===== src/rtl/count_seq_ctrl_pkg.sv =====
// Shared state encodings and default sizing for the
// count sequencer and its prescaler.
package count_seq_ctrl_pkg;

  typedef enum logic [1:0] {
    ST_IDLE = 2'd0,
    ST_RUN  = 2'd1,
    ST_DONE = 2'd2
  } state_e;

  localparam int DEF_WIDTH = 4;
  localparam int DEF_REP_W = 4;
  localparam int DEF_DIV   = 2;

endpackage


===== src/rtl/count_seq_ctrl_tick_gen.sv =====
// Prescaler: wraps 0..DIV-1 while enabled and flags
// the last slot as the count-enable tick.
module tick_gen #(
  parameter int DIV = 2
) (
  input  logic clk,
  input  logic rst,
  input  logic en,
  input  logic clr,
  output logic tick
);

  localparam int W = (DIV > 1) ? $clog2(DIV) : 1;
  localparam logic [W-1:0] LAST = W'(DIV - 1);

  logic [W-1:0] div_q;

  always_ff @(posedge clk) begin
    if (rst || clr) begin
      div_q <= '0;
    end else if (en) begin
      if (div_q == LAST) div_q <= '0;
      else               div_q <= div_q + 1'b1;
    end
  end

  assign tick = en && (div_q == LAST);

endmodule


===== src/rtl/count_seq_ctrl.sv =====
// Start/stop sequencer for the event counter: prescaled
// counting to a terminal value, repeat passes, auto-reload.
module count_seq_ctrl
  import count_seq_ctrl_pkg::*;
#(
  parameter int WIDTH = DEF_WIDTH,
  parameter int REP_W = DEF_REP_W,
  parameter int DIV   = DEF_DIV
) (
  input  logic             clk,
  input  logic             rst,
  input  logic             start,
  input  logic             stop,
  input  logic [WIDTH-1:0] term_val,
  input  logic [REP_W-1:0] rep_num,
  input  logic             auto_reload,
  output logic [WIDTH-1:0] cnt,
  output logic             tick,
  output logic             cout,
  output logic             busy,
  output logic             done
);

  state_e           state_q;
  logic [WIDTH-1:0] cnt_q;
  logic [WIDTH-1:0] term_q;
  logic [REP_W-1:0] pass_q;
  logic [REP_W-1:0] rep_q;
  logic             auto_q;
  logic             cout_q;
  logic             busy_q;
  logic             done_q;
  logic             tick_w;
  logic             run_w;

  assign run_w = (state_q == ST_RUN);

  tick_gen #(
    .DIV (DIV)
  ) u_tick (
    .clk  (clk),
    .rst  (rst),
    .en   (run_w),
    .clr  (!run_w),
    .tick (tick_w)
  );

  always_ff @(posedge clk) begin
    if (rst) begin
      state_q <= ST_IDLE;
      cnt_q   <= '0;
      term_q  <= '0;
      pass_q  <= '0;
      rep_q   <= '0;
      auto_q  <= 1'b0;
      cout_q  <= 1'b0;
      busy_q  <= 1'b0;
      done_q  <= 1'b0;
    end else begin
      unique case (state_q)
        ST_IDLE: begin
          cout_q <= 1'b0;
          done_q <= 1'b0;
          if (start && !stop) begin
            term_q  <= term_val;
            rep_q   <= rep_num;
            auto_q  <= auto_reload;
            cnt_q   <= '0;
            pass_q  <= '0;
            busy_q  <= 1'b1;
            state_q <= ST_RUN;
          end
        end
        ST_RUN: begin
          cout_q <= 1'b0;
          if (stop) begin
            // abort beats a coincident terminal tick
            cnt_q   <= '0;
            busy_q  <= 1'b0;
            state_q <= ST_IDLE;
          end else if (tick_w) begin
            if (cnt_q == term_q) begin
              cnt_q  <= '0;
              cout_q <= 1'b1;
              if (pass_q == rep_q && !auto_q) begin
                busy_q  <= 1'b0;
                done_q  <= 1'b1;
                state_q <= ST_DONE;
              end else if (pass_q == rep_q) begin
                pass_q <= '0;
              end else begin
                pass_q <= pass_q + 1'b1;
              end
            end else begin
              cnt_q <= cnt_q + 1'b1;
            end
          end
        end
        ST_DONE: begin
          cout_q  <= 1'b0;
          done_q  <= 1'b0;
          busy_q  <= 1'b0;
          state_q <= ST_IDLE;
        end
        default: begin
          cout_q  <= 1'b0;
          done_q  <= 1'b0;
          busy_q  <= 1'b0;
          cnt_q   <= '0;
          state_q <= ST_IDLE;
        end
      endcase
    end
  end

  assign cnt  = cnt_q;
  assign tick = tick_w;
  assign cout = cout_q;
  assign busy = busy_q;
  assign done = done_q;

endmodule


===== config.mk =====
export PLATFORM = sky130hd
export DESIGN_NAME = count_seq_ctrl
export DESIGN_NICKNAME = d
export VERILOG_FILES = /design/src/rtl/count_seq_ctrl_pkg.sv /design/src/rtl/count_seq_ctrl_tick_gen.sv /design/src/rtl/count_seq_ctrl.sv
export SDC_FILE = /design/constraint.sdc
export NUM_CORES = 1
export LEC_CHECK = 0
export BUFFER_PORTS_ARGS = -buffer_cell sky130_fd_sc_hd__buf_2
export CAP_MARGIN = 30
export CELL_PAD_IN_SITES_DETAIL_PLACEMENT = 0
export CELL_PAD_IN_SITES_GLOBAL_PLACEMENT = 1
export CORE_AREA = 8 8 64 66
export CTS_CLUSTER_DIAMETER = 100
export CTS_CLUSTER_SIZE = 40
export DETAILED_ROUTE_END_ITERATION = 8
export DIE_AREA = 0 0 72 74
export PLACE_DENSITY_LB_ADDON = 0.1
export SYNTH_ARGS = -nofsm -noshare
export SYNTH_HDL_FRONTEND = slang
export SYNTH_HIERARCHICAL = 1
export SYNTH_SLANG_ARGS = --single-unit

===== constraint.sdc =====
create_clock -name clk -period 1.63 [get_ports clk]
set_input_delay 0.0815 -clock clk [delete_from_list [all_inputs] [get_ports clk]]
set_output_delay 0.0815 -clock clk [all_outputs]
set_load 0.01 [all_outputs]

==> flow_metrics.env <==
export IMPL_dp_cells=192
export IMPL_synth_distinct_cells=33
export IMPL_n_antenna_cell=0
export IMPL_synth_most_common_cell="nand2_1"
export IMPL_ys_flop_type="dfxtp_1"
export IMPL_nets=175
export IMPL_die_area_um2=5330
export IMPL_netSwitchingPower_w=0.000264
export IMPL_cts_tree="done"
export IMPL_drive_gt1_frac=0.297
export IMPL_netlist_area_leader_share=0.427
export IMPL_wl_per_cell_um=12.2
export IMPL_n_fill_cell=339
export IMPL_drt_pass1_iterations=4
export IMPL_fin_crit_ns=1.51
export IMPL_p_per_area_nw_per_um2=717
export IMPL_htree_levels=1
export IMPL_ys_ff_latch=22
export IMPL_grt_antenna_before_repair=0
export IMPL_detailedPlace_worstSlack_ns=0.0471
export IMPL_synth_edf_count=0
export IMPL_crit_path_start_kind="register"
export IMPL_synth_seq_area_share=0.427
export IMPL_grt_max_degree=17
export IMPL_slew_headroom=0.751
export IMPL_gp_congestion=0.787
export IMPL_fin_area_um2=1390
export IMPL_syn_area_um2=1030
export IMPL_fp_coreArea_um2=3180
export IMPL_rrSetupSlack_ns=0.12
export IMPL_cts_buffers=3
export IMPL_grt_usage=0.102
export IMPL_viasPerCell=4.48
export IMPL_final_core_util=0.438
export IMPL_fmax_mhz=664
export IMPL_synth_net_count=134
export IMPL_avgSynthCellArea_um2=8.66
export IMPL_rows=21
export IMPL_die_h_um=74
export IMPL_end_kind="register"
export IMPL_maxSlewViolCount=0
export IMPL_clk_pin_slew_ns=0.12
export IMPL_switching_share=0.264
export IMPL_synth_async_reset_ratio=0
export IMPL_clkLatencyLatePin_ns=0.30
export IMPL_fin_cells=204
export IMPL_drtAntennaViolNets=0
export IMPL_wl_um=2490
export IMPL_ir_drop_v=0.000312
export IMPL_synth_area_leaders="dfxtp_1, nand2_1, a21oi_1"
export IMPL_final_hold_viol_count=0
export IMPL_cts_sinks=22
export IMPL_path_max_fanout=4
export IMPL_cts_buffer_depth=2
export IMPL_synthCells=119
export IMPL_yosysWarnings=6
export IMPL_port_buffers=20
export IMPL_drc_errors=0
export IMPL_synth_commonest_cells="nand2_1, dfxtp_1, a21oi_1"
export IMPL_pwr_share_comb=0.180
export IMPL_grt_pass1_wl_um=4280
export IMPL_status="completed"
export IMPL_start_util=0.324
export IMPL_grt_pass1_vias=940
export IMPL_detailed_place_hpwl_um=1870
export IMPL_crit_type="register to register"
export IMPL_syn_to_final_growth_pct=35.0
export IMPL_drt_iter0_drc=19
export IMPL_fin_crit_sh=0.924
export IMPL_pwr_share_clk=0.252
export IMPL_setup_viol=0
export IMPL_worstHoldPathType="input pin to register"
export IMPL_grt_overflow=0
export IMPL_yosysTopAreaCell="dfxtp_1"
export IMPL_die_w_um=72
export IMPL_intPower_w=0.000733
export IMPL_leakage_nw=0.599
export IMPL_pwr_share_seq=0.568
export IMPL_setup_tns_ns=0
export IMPL_cap_violations=0
export IMPL_fin_ws_ns=0.124
export IMPL_fin_skew_ns=0.00198
export IMPL_vias=913
export IMPL_required_ns=1.87
export IMPL_worst_pin_slew_ns=0.372
export IMPL_dpl_cell_area_um2=1270
export IMPL_cts_root_buffer="clkbuf_4"
export IMPL_pin_count=21
export IMPL_crit_arrival_ns=1.75
## placed cells by master (no fill, tap or decap), drive strengths merged
cell,instances
buf,31
nand2,27
dfxtp,22
a21oi,11
nor2,9
dlygate4sd3,8
xnor2,6
xor2,6
inv,4
nand3,4
clkbuf,3
nand2b,3
nand4,2
o21ai,2
ha,2
nor4,2
and2,2
o31ai,2
nor4b,1
or4b,1
o2111ai,1
or3b,1
o32a,1
mux2i,1
o2bb2ai,1
or2,1
a21o,1
a41oi,1
a31oi,1
nor3,1
## metrics by stage
stage	hold WS (ns)	power [W]
2_1_floorplan	0.152	0.000671
3_3_place_gp	0.323	0.000740
3_5_place_dp	0.328	0.000740
4_1_cts	0.00417	0.00101
5_1_grt	0.00450	0.00106
6_report	0.0125	0.000997
## cell families (layout without fill, tap and decap cells)
logic type	after synthesis	after routing	synth area share
AND/OR/NAND/NOR	54	54	0.278
flip-flops	22	22	0.427
AO/OA/AOI/OAI	21	21	0.126
XOR/XNOR	12	12	0.102
buffers and inverters	7	46	0.0328
adder cells (fa/ha/maj)	2	2	0.0243
multiplexers	1	1	0.00971
## registers in the layout, indices dropped and copies added, names as in the netlist
signal / flops
cout: 1
state_q: 1
pass_q: 4
busy: 1
done: 1
term_q: 4
rep_q: 4
u_tick/div_q: 1
cnt: 4
auto_q: 1
## layout make-up
type | instances | area, um2 | share of cell area
clock buffers | 3 | 22.5 | 0.0162
inverters | 4 | 15.0 | 0.0108
multi-input cells | 90 | 578 | 0.415
flip-flops and latches | 22 | 443 | 0.318
well taps | 46 | 57.6 | 0.0414
repair buffers | 39 | 275 | 0.198
## critical path: stages, from the launching register on
cell and delay (ns):
dfxtp_1 0.36, xor2_1 0.19, nor4_4 0.38, o2111ai_1 0.20
nand2_1 0.15, mux2i_1 0.18
## path summary, 6_finish.rpt
path,start,endpoint,cells after the start
max reg2reg,cnt[1],pass_q[1],5
max,cnt[1],pass_q[1],5
min reg2reg,rep_q[3],rep_q[3],2
min,auto_reload,auto_q,3
## layer usage
metal  vias up  global-route usage  part of all wire
li1        486                   -                 -
met5         -                   0                 0
met1       411               0.120              0.48
met4         0              0.0408            0.0093
met3         2              0.0310             0.049
met2        14               0.171              0.46
## power groups by stage
| stage | clock network [W] | logic (W) | registers (W) |
|---|---|---|---|
| global route | 0.000287 | 0.000200 | 0.000569 |
| finish | 0.000251 | 0.000180 | 0.000566 |
| CTS | 0.000265 | 0.000178 | 0.000566 |
| detailed placement | 0 | 0.000162 | 0.000578 |
| global placement | 0 | 0.000162 | 0.000578 |
| floorplan | 0 | 0.0000915 | 0.000579 |
## what timing repair did
item                                   in CTS  in global routing
hold buffers                                8                  0
endpoints found under the hold margin       8                  0
buffers inserted                            0                  1
gates resized for setup                     0                  3
setup endpoints to repair                   0                  5
Note: power is estimated with default switching activity, not from simulation.
